===== src/rtl/cond_exec_scoreboard_if.sv =====
// cond_exec_scoreboard_if: issue-stage, unit handshake and flag signals of the conditional-execution scoreboard
interface cond_exec_scoreboard_if #(parameter int NUM_UNITS = 2);
  logic                   Valid;
  logic [3:0]             Cond;
  logic [3:0]             FlagW;
  logic                   PCS;
  logic                   RegW;
  logic                   MemW;
  logic                   NoWrite;
  logic                   LogicOp;
  logic [3:0]             ALUFlags;
  logic                   ShifterCarry;
  logic [NUM_UNITS-1:0]   UnitReq;
  logic [NUM_UNITS-1:0]   UnitDone;
  logic [4*NUM_UNITS-1:0] UnitFlags;
  logic                   PCSrc;
  logic                   RegWrite;
  logic                   MemWrite;
  logic [NUM_UNITS-1:0]   UnitGo;
  logic                   Stall;
  logic [3:0]             Flags;
  logic                   CFlag;
  logic                   FlagPending;
  logic                   UnitErr;
  modport master(
    output Valid, Cond, FlagW, PCS, RegW, MemW, NoWrite, LogicOp, ALUFlags, ShifterCarry,
           UnitReq, UnitDone, UnitFlags,
    input  PCSrc, RegWrite, MemWrite, UnitGo, Stall, Flags, CFlag, FlagPending, UnitErr
  );
  modport slave(
    input  Valid, Cond, FlagW, PCS, RegW, MemW, NoWrite, LogicOp, ALUFlags, ShifterCarry,
           UnitReq, UnitDone, UnitFlags,
    output PCSrc, RegWrite, MemWrite, UnitGo, Stall, Flags, CFlag, FlagPending, UnitErr
  );
endinterface


===== src/rtl/cond_exec_scoreboard.sv =====
// cond_exec_scoreboard: ARM condition gating with NZCV, multi-cycle unit busy/flag scoreboard and pending-op watchdog
module cond_exec_scoreboard #(
  parameter int NUM_UNITS = 2,
  parameter int TIMEOUT   = 64
) (
  input logic CLK,
  input logic Reset,
  cond_exec_scoreboard_if.slave bus
);
  localparam int IW = NUM_UNITS > 1 ? $clog2(NUM_UNITS) : 1;
  localparam int CW = $clog2(TIMEOUT);
  logic [3:0]           flags, mask, alu, uf, flags_d, flags_n;
  logic [NUM_UNITS-1:0] busy, go;
  logic [IW-1:0]        idx, go_idx;
  logic [CW-1:0]        cnt;
  logic                 pending, err, cond_ex, al, stall, issue, exec, done_hit, expire, alu_wr, unit_wr;
  always_comb begin
    cond_ex = 1'b1;
    case (bus.Cond)
      4'd0:  cond_ex = flags[2];
      4'd1:  cond_ex = ~flags[2];
      4'd2:  cond_ex = flags[1];
      4'd3:  cond_ex = ~flags[1];
      4'd4:  cond_ex = flags[3];
      4'd5:  cond_ex = ~flags[3];
      4'd6:  cond_ex = flags[0];
      4'd7:  cond_ex = ~flags[0];
      4'd8:  cond_ex = flags[1] & ~flags[2];
      4'd9:  cond_ex = ~flags[1] | flags[2];
      4'd10: cond_ex = flags[3] == flags[0];
      4'd11: cond_ex = flags[3] != flags[0];
      4'd12: cond_ex = ~flags[2] & (flags[3] == flags[0]);
      4'd13: cond_ex = flags[2] | (flags[3] != flags[0]);
      default: cond_ex = 1'b1;
    endcase
  end
  always_comb begin
    go_idx = '0;
    for (int i = 0; i < NUM_UNITS; i++)
      if (bus.UnitReq[i]) go_idx = IW'(i);
  end
  // Stall looks only at registered scoreboard state, never at cond_ex
  assign al       = &bus.Cond[3:1];
  assign stall    = bus.Valid & ((pending & (~al | |bus.FlagW)) | |(bus.UnitReq & busy));
  assign issue    = bus.Valid & ~stall;
  assign exec     = issue & cond_ex;
  assign go       = bus.UnitReq & {NUM_UNITS{exec}};
  assign alu_wr   = exec & ~|bus.UnitReq;
  assign unit_wr  = |go & |bus.FlagW;
  assign done_hit = pending & bus.UnitDone[idx];
  assign expire   = pending & ~bus.UnitDone[idx] & (cnt == CW'(TIMEOUT - 1));
  assign uf       = bus.UnitFlags[{idx, 2'b00} +: 4];
  assign alu      = {bus.ALUFlags[3:2], bus.LogicOp ? bus.ShifterCarry : bus.ALUFlags[1], bus.ALUFlags[0]};
  assign flags_d  = done_hit ? (flags & ~mask) | (uf & mask) : flags;
  assign flags_n  = alu_wr ? (flags_d & ~bus.FlagW) | (alu & bus.FlagW) : flags_d;
  always_ff @(posedge CLK or posedge Reset) begin
    if (Reset) begin
      flags   <= '0;
      busy    <= '0;
      pending <= 1'b0;
      mask    <= '0;
      idx     <= '0;
      cnt     <= '0;
      err     <= 1'b0;
    end else begin
      flags   <= flags_n;
      busy    <= (busy & ~bus.UnitDone & ~({NUM_UNITS{expire}} & (NUM_UNITS'(1) << idx))) | go;
      pending <= unit_wr | (pending & ~done_hit & ~expire);
      cnt     <= unit_wr ? '0 : cnt + 1'b1;
      err     <= err | expire;
      if (unit_wr) begin
        mask <= bus.FlagW;
        idx  <= go_idx;
      end
    end
  end
  assign bus.Stall       = stall;
  assign bus.PCSrc       = exec & bus.PCS;
  assign bus.RegWrite    = exec & bus.RegW & ~bus.NoWrite;
  assign bus.MemWrite    = exec & bus.MemW;
  assign bus.UnitGo      = go;
  assign bus.Flags       = flags;
  assign bus.CFlag       = flags[1];
  assign bus.FlagPending = pending;
  assign bus.UnitErr     = err;
endmodule


===== src/flat_wrapper.sv =====
// flat-port wrapper written by rule: the top's interface ports become plain ports
module cond_exec_scoreboard_flat 
#(
  parameter int NUM_UNITS = 2,
  parameter int TIMEOUT   = 64
)
  (CLK, Reset, bus_Valid, bus_Cond, bus_FlagW, bus_PCS, bus_RegW, bus_MemW, bus_NoWrite, bus_LogicOp, bus_ALUFlags, bus_ShifterCarry, bus_UnitReq, bus_UnitDone, bus_UnitFlags, bus_PCSrc, bus_RegWrite, bus_MemWrite, bus_UnitGo, bus_Stall, bus_Flags, bus_CFlag, bus_FlagPending, bus_UnitErr);
  cond_exec_scoreboard_if #(.NUM_UNITS(NUM_UNITS)) bus_i ();
  input logic CLK;
  input logic Reset;
  input wire logic [$bits(bus_i.Valid)-1:0] bus_Valid;
  input wire logic [$bits(bus_i.Cond)-1:0] bus_Cond;
  input wire logic [$bits(bus_i.FlagW)-1:0] bus_FlagW;
  input wire logic [$bits(bus_i.PCS)-1:0] bus_PCS;
  input wire logic [$bits(bus_i.RegW)-1:0] bus_RegW;
  input wire logic [$bits(bus_i.MemW)-1:0] bus_MemW;
  input wire logic [$bits(bus_i.NoWrite)-1:0] bus_NoWrite;
  input wire logic [$bits(bus_i.LogicOp)-1:0] bus_LogicOp;
  input wire logic [$bits(bus_i.ALUFlags)-1:0] bus_ALUFlags;
  input wire logic [$bits(bus_i.ShifterCarry)-1:0] bus_ShifterCarry;
  input wire logic [$bits(bus_i.UnitReq)-1:0] bus_UnitReq;
  input wire logic [$bits(bus_i.UnitDone)-1:0] bus_UnitDone;
  input wire logic [$bits(bus_i.UnitFlags)-1:0] bus_UnitFlags;
  output wire logic [$bits(bus_i.PCSrc)-1:0] bus_PCSrc;
  output wire logic [$bits(bus_i.RegWrite)-1:0] bus_RegWrite;
  output wire logic [$bits(bus_i.MemWrite)-1:0] bus_MemWrite;
  output wire logic [$bits(bus_i.UnitGo)-1:0] bus_UnitGo;
  output wire logic [$bits(bus_i.Stall)-1:0] bus_Stall;
  output wire logic [$bits(bus_i.Flags)-1:0] bus_Flags;
  output wire logic [$bits(bus_i.CFlag)-1:0] bus_CFlag;
  output wire logic [$bits(bus_i.FlagPending)-1:0] bus_FlagPending;
  output wire logic [$bits(bus_i.UnitErr)-1:0] bus_UnitErr;
  assign bus_i.Valid = bus_Valid;
  assign bus_i.Cond = bus_Cond;
  assign bus_i.FlagW = bus_FlagW;
  assign bus_i.PCS = bus_PCS;
  assign bus_i.RegW = bus_RegW;
  assign bus_i.MemW = bus_MemW;
  assign bus_i.NoWrite = bus_NoWrite;
  assign bus_i.LogicOp = bus_LogicOp;
  assign bus_i.ALUFlags = bus_ALUFlags;
  assign bus_i.ShifterCarry = bus_ShifterCarry;
  assign bus_i.UnitReq = bus_UnitReq;
  assign bus_i.UnitDone = bus_UnitDone;
  assign bus_i.UnitFlags = bus_UnitFlags;
  assign bus_PCSrc = bus_i.PCSrc;
  assign bus_RegWrite = bus_i.RegWrite;
  assign bus_MemWrite = bus_i.MemWrite;
  assign bus_UnitGo = bus_i.UnitGo;
  assign bus_Stall = bus_i.Stall;
  assign bus_Flags = bus_i.Flags;
  assign bus_CFlag = bus_i.CFlag;
  assign bus_FlagPending = bus_i.FlagPending;
  assign bus_UnitErr = bus_i.UnitErr;
  cond_exec_scoreboard #(.NUM_UNITS(NUM_UNITS), .TIMEOUT(TIMEOUT)) u_core (.CLK(CLK), .Reset(Reset), .bus(bus_i));
endmodule

===== config.mk =====
export PLATFORM = sky130hd
export DESIGN_NAME = cond_exec_scoreboard_flat
export DESIGN_NICKNAME = d
export VERILOG_FILES = /design/src/rtl/cond_exec_scoreboard_if.sv /design/src/rtl/cond_exec_scoreboard.sv /design/src/flat_wrapper.sv
export SDC_FILE = /design/constraint.sdc
export NUM_CORES = 1
export LEC_CHECK = 0
export ABC_AREA = 1
export CAP_MARGIN = 20
export CORE_UTILIZATION = 48
export CTS_BUF_LIST = sky130_fd_sc_hd__clkbuf_4 sky130_fd_sc_hd__clkbuf_8
export CTS_CLUSTER_DIAMETER = 60
export CTS_CLUSTER_SIZE = 40
export DETAILED_ROUTE_END_ITERATION = 16
export PLACE_DENSITY = 0.9
export SLEW_MARGIN = 20
export SYNTH_ARGS = -nofsm -noshare
export SYNTH_HDL_FRONTEND = slang
export SYNTH_SLANG_ARGS = --single-unit

===== constraint.sdc =====
create_clock -name CLK -period 1.9 [get_ports CLK]
set_clock_uncertainty 0.05 [all_clocks]
set_input_delay 0.38 -clock CLK [delete_from_list [all_inputs] [get_ports CLK]]
set_output_delay 0.38 -clock CLK [all_outputs]
set_load 0.1 [all_outputs]

### After elaboration in Yosys (flattened, before gate mapping)

Index checks and enable logic that the tools add are counted.
Widths: inputs -> output; s select.

| word-level totals | value |
|---|---|
| word-level logic and storage cells | 91 |
| register bits | 19 |
| output and inout port bits | 13 |
| input bits | 33 |

| operators by class | value |
|---|---|
| shifts and indexed selects | 2 |
| $lt $le $gt $ge | 1 |
| reductions and logical operators | 7 |
| bitwise operators | 49 |
| $add $sub $neg | 1 |
| eq/ne operators | 16 |
| multiplexer cells | 8 |

Operator list:

| operator | count |
|---|---|
| $eq 4x4->1 const B | 6 |
| $and 1x1->1 | 17 |
| $and 4x4->4 | 4 |
| $eq 4x3->1 const B | 4 |
| $pmux 1 s14 | 1 |
| $and 2x2->2 | 5 |
| $not 1->1 | 10 |
| $eq 4x2->1 const B | 2 |
| $mux 4 | 2 |
| $not 4->4 | 2 |
| $or 4x4->4 | 2 |
| $shiftx 8x4->4 | 1 |
| $add 6x1->6 const B | 1 |
| $eq 6x6->1 const B | 1 |
| $mux 6 | 1 |
| $or 1x1->1 | 6 |
| $reduce_or 2->1 | 3 |
| $eq 4x1->1 const B | 1 |
| $logic_not 4->1 | 1 |
| $mux 1 | 4 |
| $not 2->2 | 2 |
| $reduce_or 4->1 | 1 |
| $reduce_and 3->1 | 1 |
| $lt 1x2->1 const B | 1 |
| 5 further kinds | 5 |

### Depth between registers and ports, before layout

Gate-level depths: netlist of run 1.

| depth | value |
|---|---|
| depth in word-level cells | 13 |
| depth in mapped cells | 12 |

### Worst setup path after synthesis of run 1

No wires, ideal clock.

| path | value |
|---|---|
| kind | reg2out |
| start | register u_core.flags[0] (netlist: u_core.bus.Flags[0]) |
| end | output bus_RegWrite |
| required time | 1470 ps |
| stages on the path, launching flop included | 10 |
| slack | -1554 ps |
| arrival | 3024 ps |
| cell sequence | dfrtp_1 -> inv_1 -> nand2_1 -> nand3_1 -> a21oi_1 -> nor2_2 -> nand2_2 -> buf_4 -> nand3_2 -> nor2_1 |

| between the ends | value |
|---|---|
| word-level cells in the longest chain between the ends | 6 |
| elaborated cells on any way between the ends | 9 |
| those cells by class | 2 x eq/ne; 1 x mux; 6 x bitwise |

RTL lines:

| element | line | RTL |
|---|---|---|
| start, declared | cond_exec_scoreboard.sv:12 | `logic [3:0] flags, mask, alu, uf, flags_d, flags_n;` |
| start signal, assigned | cond_exec_scoreboard.sv:66 | `flags <= flags_n;` |
| $ne 1x1->1 / $eq 1x1->1 (equally long branches) | - |  |
| $or 1x1->1 / $and 1x1->1 (equally long branches) | cond_exec_scoreboard.sv:33, cond_exec_scoreboard.sv:32 |  |
| $pmux 1 s14 (*) | cond_exec_scoreboard.sv:19 | `case (bus.Cond)` |
| $and 1x1->1 (*) | cond_exec_scoreboard.sv:46 | `assign exec = issue & cond_ex;` |
| $and 1x1->1 (*) (2 in series) | cond_exec_scoreboard.sv:79 | `assign bus.RegWrite = exec & bus.RegW & ~bus.NoWrite;` |
| end, declared | flat_wrapper.sv:25 | `output wire logic [$bits(bus_i.RegWrite)-1:0] bus_RegWrite;` |

Mark *: on every way between the ends. The rest lies on a longest branch, timed or not.

### Worst setup path after layout of run 1

| path | value |
|---|---|
| start | register u_core.flags[2] (netlist: u_core.bus.Flags[2]) |
| end | output bus_RegWrite |

| between the ends | value |
|---|---|
| word-level cells in the longest chain between the ends | 6 |
| elaborated cells on any way between the ends | 9 |
| those cells by class | 1 x mux; 8 x bitwise |

RTL lines:

| element | line |
|---|---|
| $not 1->1 | cond_exec_scoreboard.sv:21, cond_exec_scoreboard.sv:28, cond_exec_scoreboard.sv:32 |
| $and 1x1->1 (on tied branches) | cond_exec_scoreboard.sv:32, cond_exec_scoreboard.sv:28 |
| $pmux 1 s14 (*) | cond_exec_scoreboard.sv:19 |
| $and 1x1->1 (*) | cond_exec_scoreboard.sv:46 |
| $and 1x1->1 (*) (2 in series) | cond_exec_scoreboard.sv:79 |

Marked as above.

==> summary.txt, run 1 <==
Drt
  – Drt wl/cell: 19.7 um
  – TritonRoute pass-1 iters: 6
  – Drt total wl: 6580 um
  – Vias: 2016
  – Drt initial violations: 239
  – DR DRC count: 0
  – Vias per inst: 6.04
  – Post-route ant nets: 0

Timing
  – Worst-margin pin slew: 0.596 ns
  – Slew Viols, Final: 0
  – Post-route setup TNS: -2.83 ns
  – RSZ-0062 raised after global routing: yes
  – Maximum clock rate: 418 MHz
  – Final Hold Fails: 0
  – Final setup violation count: 19
  – Slew margin rel.: 60.1%
  – Fin crit period: 2.39 ns
  – Hold slack: 0.331 ns
  – Final period util: 126%
  – Setup WS post-layout: -0.491 ns

Worst setup path
  – Maximum net fanout on the critical path: 4
  – Critical path buffers and inverters: 2
  – Crit path DAT: 1.96 ns
  – Cell Chain, Critical Path: nor2_1 -> nand2_1 -> nor2_1 -> nand2_1 -> nand2_1 -> nor2_1 -> nand2_2 -> buf_6 -> nand3_4 -> nor2_4 -> buf_12
  – Crit end category: output pin
  – Worst path slowest cell: dfrtp_4
  – Worst EP required: 1.47 ns
  – Startpoint Class: register
  – Setup CP Type: reg -> out
  – Slowest Stage Delay on Critical Path: 0.52 ns
  – Largest delay share family, worst path: simple AND/OR/NAND/NOR gates

Synthesis
  – Syn Inst Count: 218
  – Number of flops mapped to enable cells by yosys: 0
  – Netlist cell types: 26
  – Largest cells by area after synthesis: dfrtp_1 34%, nand2_1 20%, inv_1 9.0%, nand4_1 6.2%, nand3_1 5.3%
  – Most common cell in the netlist: nand2_1
  – Synth cell count leaders: 77 x nand2_1, 34 x inv_1, 19 x dfrtp_1
  – Top FF cell, synth: dfrtp_1
  – Syn Area/Cell: 6.49 um^2
  – Yosys warning total: 0
  – Synthesized area: 1420 um^2
  – #FFs+latches synth: 19
  – Ys async rst share: 100%
  – Synth area leader: dfrtp_1
  – Syn nets: 252
  – Seq/Total Area, Yosys: 33.6%
  – Top cell type's share of synthesized area: 33.6%

Worst hold path
  – Hold Path Class: in -> async

Placement
  – GPL Wtd Cong: 0.950
  – PortBufs: 45
  – Area after DPL: 2320 um^2
  – HPWL after detailed placement: 3510 um
  – Cell total after placement: 319

Final layout
  – Fin area: 2520 um^2
  – Area growth syn-to-layout: 78.2%
  – Number of antenna diodes: 0
  – Nets@finish: 338
  – Non-Filler Instances: 334
  – Share of cells above drive strength 1: 38.0%

Power and ir drop
  – Power Density: 1400 nW/um^2
  – Leak: 1.31 nW
  – Final total power: 3.54 mW
  – Peak VDD IR: 1.40 mV

Clock network
  – CTS max path bufs: 2
  – Clock root cell: clkbuf_4
  – H-tree Lvls: 1
  – Clk Latency, worst-skew pair: 0.30 ns
  – CTS tree: built
  – Num CTS Buffers: 3
  – # clock sinks: 19
  – Clock Pin Slew Worst Setup and Hold Paths: 0.11 ns

Die
  – I/O pin cnt: 46
  – Initial Utilization: 50.9%
  – Core area: 2780 um^2
  – # rows: 19
  – Die area: 3170 um^2
  – Chip height: 56.3 um
  – Chip width: 56.3 um

Run status
  – Outcome: finished, violations left
  – Failing checks: negative setup slack

Global routing
  – First-pass GRT wire length: 8040 um
  – GRT Util Overall: 32.6%
  – GRT overflow: 0
  – Largest net degree at the start of global routing: 20
  – Number of antenna violations at the first check in global routing: 0
  – Number of global-route vias before repair: 1809

Job
  – MaxCap Viol Count: 0
==> path summary, 6_finish.rpt <==
check / slack (ns) / startpoint / depth (start not counted) / endpoint
max: -0.49 / u_core.bus.Flags[2] / 11 / bus_RegWrite
min: 0.33 / Reset / 3 / u_core.idx
max reg2reg: -0.05 / u_core.bus.Flags[2] / 12 / u_core.mask[3]
min reg2reg: 0.50 / u_core.bus.UnitErr / 2 / u_core.bus.UnitErr
max in group asynchronous: 1.25 / Reset / 3 / u_core.bus.FlagPending
min in group CLK: 0.50 / u_core.bus.UnitErr / 2 / u_core.bus.UnitErr
==> registers in the layout, indices dropped and copies added (netlist names) <==
| signal | flops |
|---|---|
| u_core.bus.FlagPending | 1 |
| u_core.idx | 1 |
| u_core.bus.Flags | 4 |
| u_core.cnt | 6 |
| u_core.bus.UnitErr | 1 |
| u_core.mask | 4 |
| u_core.busy | 2 |
==> cells in the final DEF (no fill, tap or decap) <==
| cell | instances |
|---|---|
| a21oi_1 | 1 |
| a21oi_2 | 2 |
| a21oi_4 | 1 |
| a31oi_1 | 1 |
| and3_1 | 1 |
| buf_12 | 14 |
| buf_4 | 36 |
| buf_6 | 3 |
| buf_8 | 1 |
| clkbuf_2 | 1 |
| clkbuf_4 | 3 |
| clkdlybuf4s15_2 | 1 |
| clkdlybuf4s50_1 | 22 |
| clkinv_2 | 1 |
| dfrtp_1 | 14 |
| dfrtp_2 | 1 |
| dfrtp_4 | 4 |
| dlygate4sd2_1 | 8 |
| ha_1 | 1 |
| inv_1 | 28 |
| inv_2 | 7 |
| inv_4 | 1 |
| nand2_1 | 67 |
| nand2_2 | 17 |
| nand2_4 | 3 |
| nand3_1 | 9 |
| nand3_2 | 5 |
| nand3_4 | 4 |
| nand4_1 | 14 |
| nor2_1 | 12 |
| nor2_2 | 2 |
| nor2_4 | 6 |
| o211ai_1 | 1 |
| o21ai_0 | 4 |
| o21ai_2 | 2 |
| o22ai_1 | 1 |
| xnor2_1 | 1 |
| xor2_1 | 3 |
==> final cells by class <==
type	instances	area (um^2)
clock inverters	1	5.00
inverters	36	138
clock buffers	3	22.5
repair buffers	86	906
flip-flops and latches	19	492
well taps	31	38.8
multi-input cells	158	920
fillers	111	260
==> power breakdown <==
part	switching [mW]	total (mW)	internal [mW]
Clock	0.128	0.207	0.0784
Sequential	0.217	0.812	0.595
Combinational	1.58	2.52	0.945
==> per-layer routing <==
layer	global-route usage [%]	vias up	share of wire, %
li1	-	851	-
met1	41.7	907	35
met2	54.6	207	48
met3	3.92	51	11
met4	16.0	0	5.7
met5	0	-	0
==> kinds of logic (layout without fill, tap and decap cells) <==
logic type	after synthesis	in the layout	synth area share [%]
XOR/XNOR	4	4	2.48
buffers and inverters	42	126	12.8
adder cells (fa/ha/maj)	1	1	0.884
flip-flops	19	19	33.6
AO/OA/AOI/OAI	13	13	5.48
AND/OR/NAND/NOR	139	140	44.7
==> repair_timing <==
item | in CTS | in global routing
hold buffers | 0 | 0
endpoints found under the setup margin | 24 | 22
gates resized for setup | 28 | 14
buffers inserted | 9 | 2
pin swaps | 18 | 6
gates cloned | 0 | 1
==> stage by stage <==
| stage | util, % | setup slack, ns |
|---|---|---|
| floorplan | - | -0.378 |
| global placement | 83.5 | -0.566 |
| detailed placement | 83.5 | -0.686 |
| CTS | 88.1 | -0.352 |
| global route | 90.6 | -0.626 |
| finish | 90.6 | -0.491 |
==> worst min-delay path, delay by kind of cell <==
family	cells	cell delay (ns)
buffers and inverters	3	0.69
No activity file was read; power rests on OpenSTA's default activity.
==> inputs of run 2 (changes only) <==
- CORE_UTILIZATION: 48 -> 43
- MAX_ROUTING_LAYER: unset -> met4
- PLACE_DENSITY: 0.9 -> 0.85
- clock period: 1.9 -> 2.1 ns (I/O delays scaled with it)
==> summary.txt, run 2 (synthesis results as in run 1) <==
Die
  – Chip width: 59.4 um
  – Core area: 3080 um^2
  – Chip height: 59.4 um
  – I/O pin cnt: 46
  – # rows: 20
  – Initial Utilization: 46.0%
  – Die area: 3520 um^2

Timing
  – Post-route setup TNS: -1.33 ns
  – Setup WS post-layout: -0.300 ns
  – Final period util: 114%
  – Maximum clock rate: 417 MHz
  – Slew margin rel.: 77.9%
  – Worst-margin pin slew: 0.331 ns
  – Slew Viols, Final: 0
  – Fin crit period: 2.40 ns
  – RSZ-0062 raised after global routing: yes
  – Final Hold Fails: 0
  – Final setup violation count: 5

Clock network
  – Hold buffer count at CTS: 0
  – Num CTS Buffers: 3
  – # clock sinks: 19
  – H-tree Lvls: 1
  – Clk Latency, worst-skew pair: 0.29 ns
  – CTS max path bufs: 2
  – Clock Pin Slew Worst Setup and Hold Paths: 0.10 ns
  – Clock root cell: clkbuf_4
  – CTS tree: built

Placement
  – Area after DPL: 2210 um^2
  – Place WS: -0.586 ns
  – Cell total after placement: 325
  – GPL Wtd Cong: 0.891
  – PortBufs: 45
  – HPWL after detailed placement: 3070 um

Drt
  – Drt total wl: 4730 um
  – Vias: 1795
  – TritonRoute pass-1 iters: 7
  – DR DRC count: 0
  – Drt wl/cell: 14.0 um
  – Post-route ant nets: 0
  – Vias per inst: 5.29
  – Drt initial violations: 82

Final layout
  – Fin area: 2370 um^2
  – Most frequent cells in the layout: 71 x nand2_1, 36 x buf_4, 29 x inv_1, 22 x clkdlybuf4s50_1
  – Most common cell after layout, fill and taps aside: nand2_1
  – Nets@finish: 330
  – Share of cells above drive strength 1: 36.3%
  – Number of antenna diodes: 0
  – Reg with most FFs: u_core.cnt
  – Non-Filler Instances: 339
  – Area growth syn-to-layout: 67.6%
  – Max reg flops: 6

Power and ir drop
  – Peak VDD IR: 0.692 mV
  – Comb pwr share: 68.1%
  – Reg power frac: 25.0%
  – Clock Power Share: 6.9%
  – NetSw: 1.54 mW
  – Leak: 1.25 nW
  – Power Density: 1210 nW/um^2
  – Switching share of total power: 53.7%
  – Final total power: 2.87 mW
  – Internal power: 1.33 mW

Worst setup path
  – R2r setup slk: 0.15 ns
  – CP Capture Point: bus_RegWrite
  – Worst EP required: 1.63 ns
  – Setup CP Type: reg -> out
  – RR Startpoint: u_core.bus.Flags[3]
  – Maximum net fanout on the critical path: 7
  – Startpoint Class: register
  – Worst Setup SP: u_core.bus.Flags[3]
  – R2r endpoint: u_core.bus.Flags[3]
  – Crit path DAT: 1.93 ns
  – Crit end category: output pin
  – Reg2reg path depth: 11

Job
  – MaxCap Viol Count: 0

Run status
  – Outcome: finished, violations left
  – Failing checks: negative setup slack

Global routing
  – First-pass GRT wire length: 6870 um
  – Largest net degree at the start of global routing: 20
  – GRT Util Overall: 26.6%
  – Number of global-route vias before repair: 1658
  – GRT overflow: 0
  – Number of antenna violations at the first check in global routing: 0

Worst hold path
  – Hold Path Class: in -> async
==> run 2: changes by cell type in the layout (fill, tap and decap cells not counted), sizes merged <==
| cell | previous run | this run |
|---|---|---|
| clkbuf | 4 | 9 |
| buf | 54 | 49 |
| clkdlybuf4s15 | 1 | 0 |
| dlygate4sd2 | 8 | 3 |
| nand3 | 18 | 17 |
| clkinv | 1 | 0 |
==> run 2: metrics by stage <==
step	hold WS, ns	utilization, %
floorplan	0.321	-
global placement	0.407	71.8
detailed placement	0.414	71.8
CTS	0.419	74.7
global route	0.423	77.0
finish	0.408	77.0
==> run 2: worst min path at each step <==
| stage | from | endpoint | slack (ns) |
|---|---|---|---|
| 6_report | Reset | u_core.bus.UnitErr | 0.41 |
| 5_1_grt | Reset | u_core.cnt[4] | 0.42 |
| 4_1_cts | Reset | u_core.cnt[5] | 0.42 |
| 3_5_place_dp | u_core.bus.UnitErr | u_core.bus.UnitErr | 0.41 |
| 3_3_place_gp | u_core.bus.UnitErr | u_core.bus.UnitErr | 0.41 |
| 2_1_floorplan | Reset | u_core.bus.Flags[0] | 0.32 |
==> run 2: area by class of cell <==
class | instances | area, um^2
fill | 216 | 707
tap | 44 | 55.1
inverter | 36 | 135
sequential | 19 | 492
clock buffer | 4 | 30.0
timing repair buffer | 79 | 752
multi-input combinational | 157 | 907
==> run 2: timing repair <==
action                     CTS  global route
gates resized for setup     20            31
setup buffers                6             5
pin swaps                   14             7
setup endpoints to repair    6             6
==> run 2: routing by layer <==
metal / up-vias / global-route usage, % / part of all wire (%)
li1: 834 / - / -
met1: 827 / 30.9 / 40
met2: 102 / 45.9 / 51
met3: 32 / 2.84 / 5.6
met4: 0 / 11.9 / 4.1
met5: - / - / 0
==> run 2: power groups by stage <==
stage	Clock, mW	Sequential [mW]	Combinational (mW)
after floorplan	0	0.963	0.948
after global placement	0	0.698	1.67
after detailed placement	0	0.706	1.72
after CTS	0.197	0.697	1.79
after global routing	0.217	0.731	2.09
final	0.198	0.716	1.95
==> run 2: critical path: stages (launching register included) <==
cell     delay [ns]
dfrtp_4        0.54
nand2_2        0.11
nand2_1        0.06
nand2_1        0.10
nand3_1        0.09
nand2_1        0.09
nor2_2         0.06
nand2_4        0.12
buf_6          0.12
nand3_4        0.06
nor2_4         0.10
buf_12         0.18
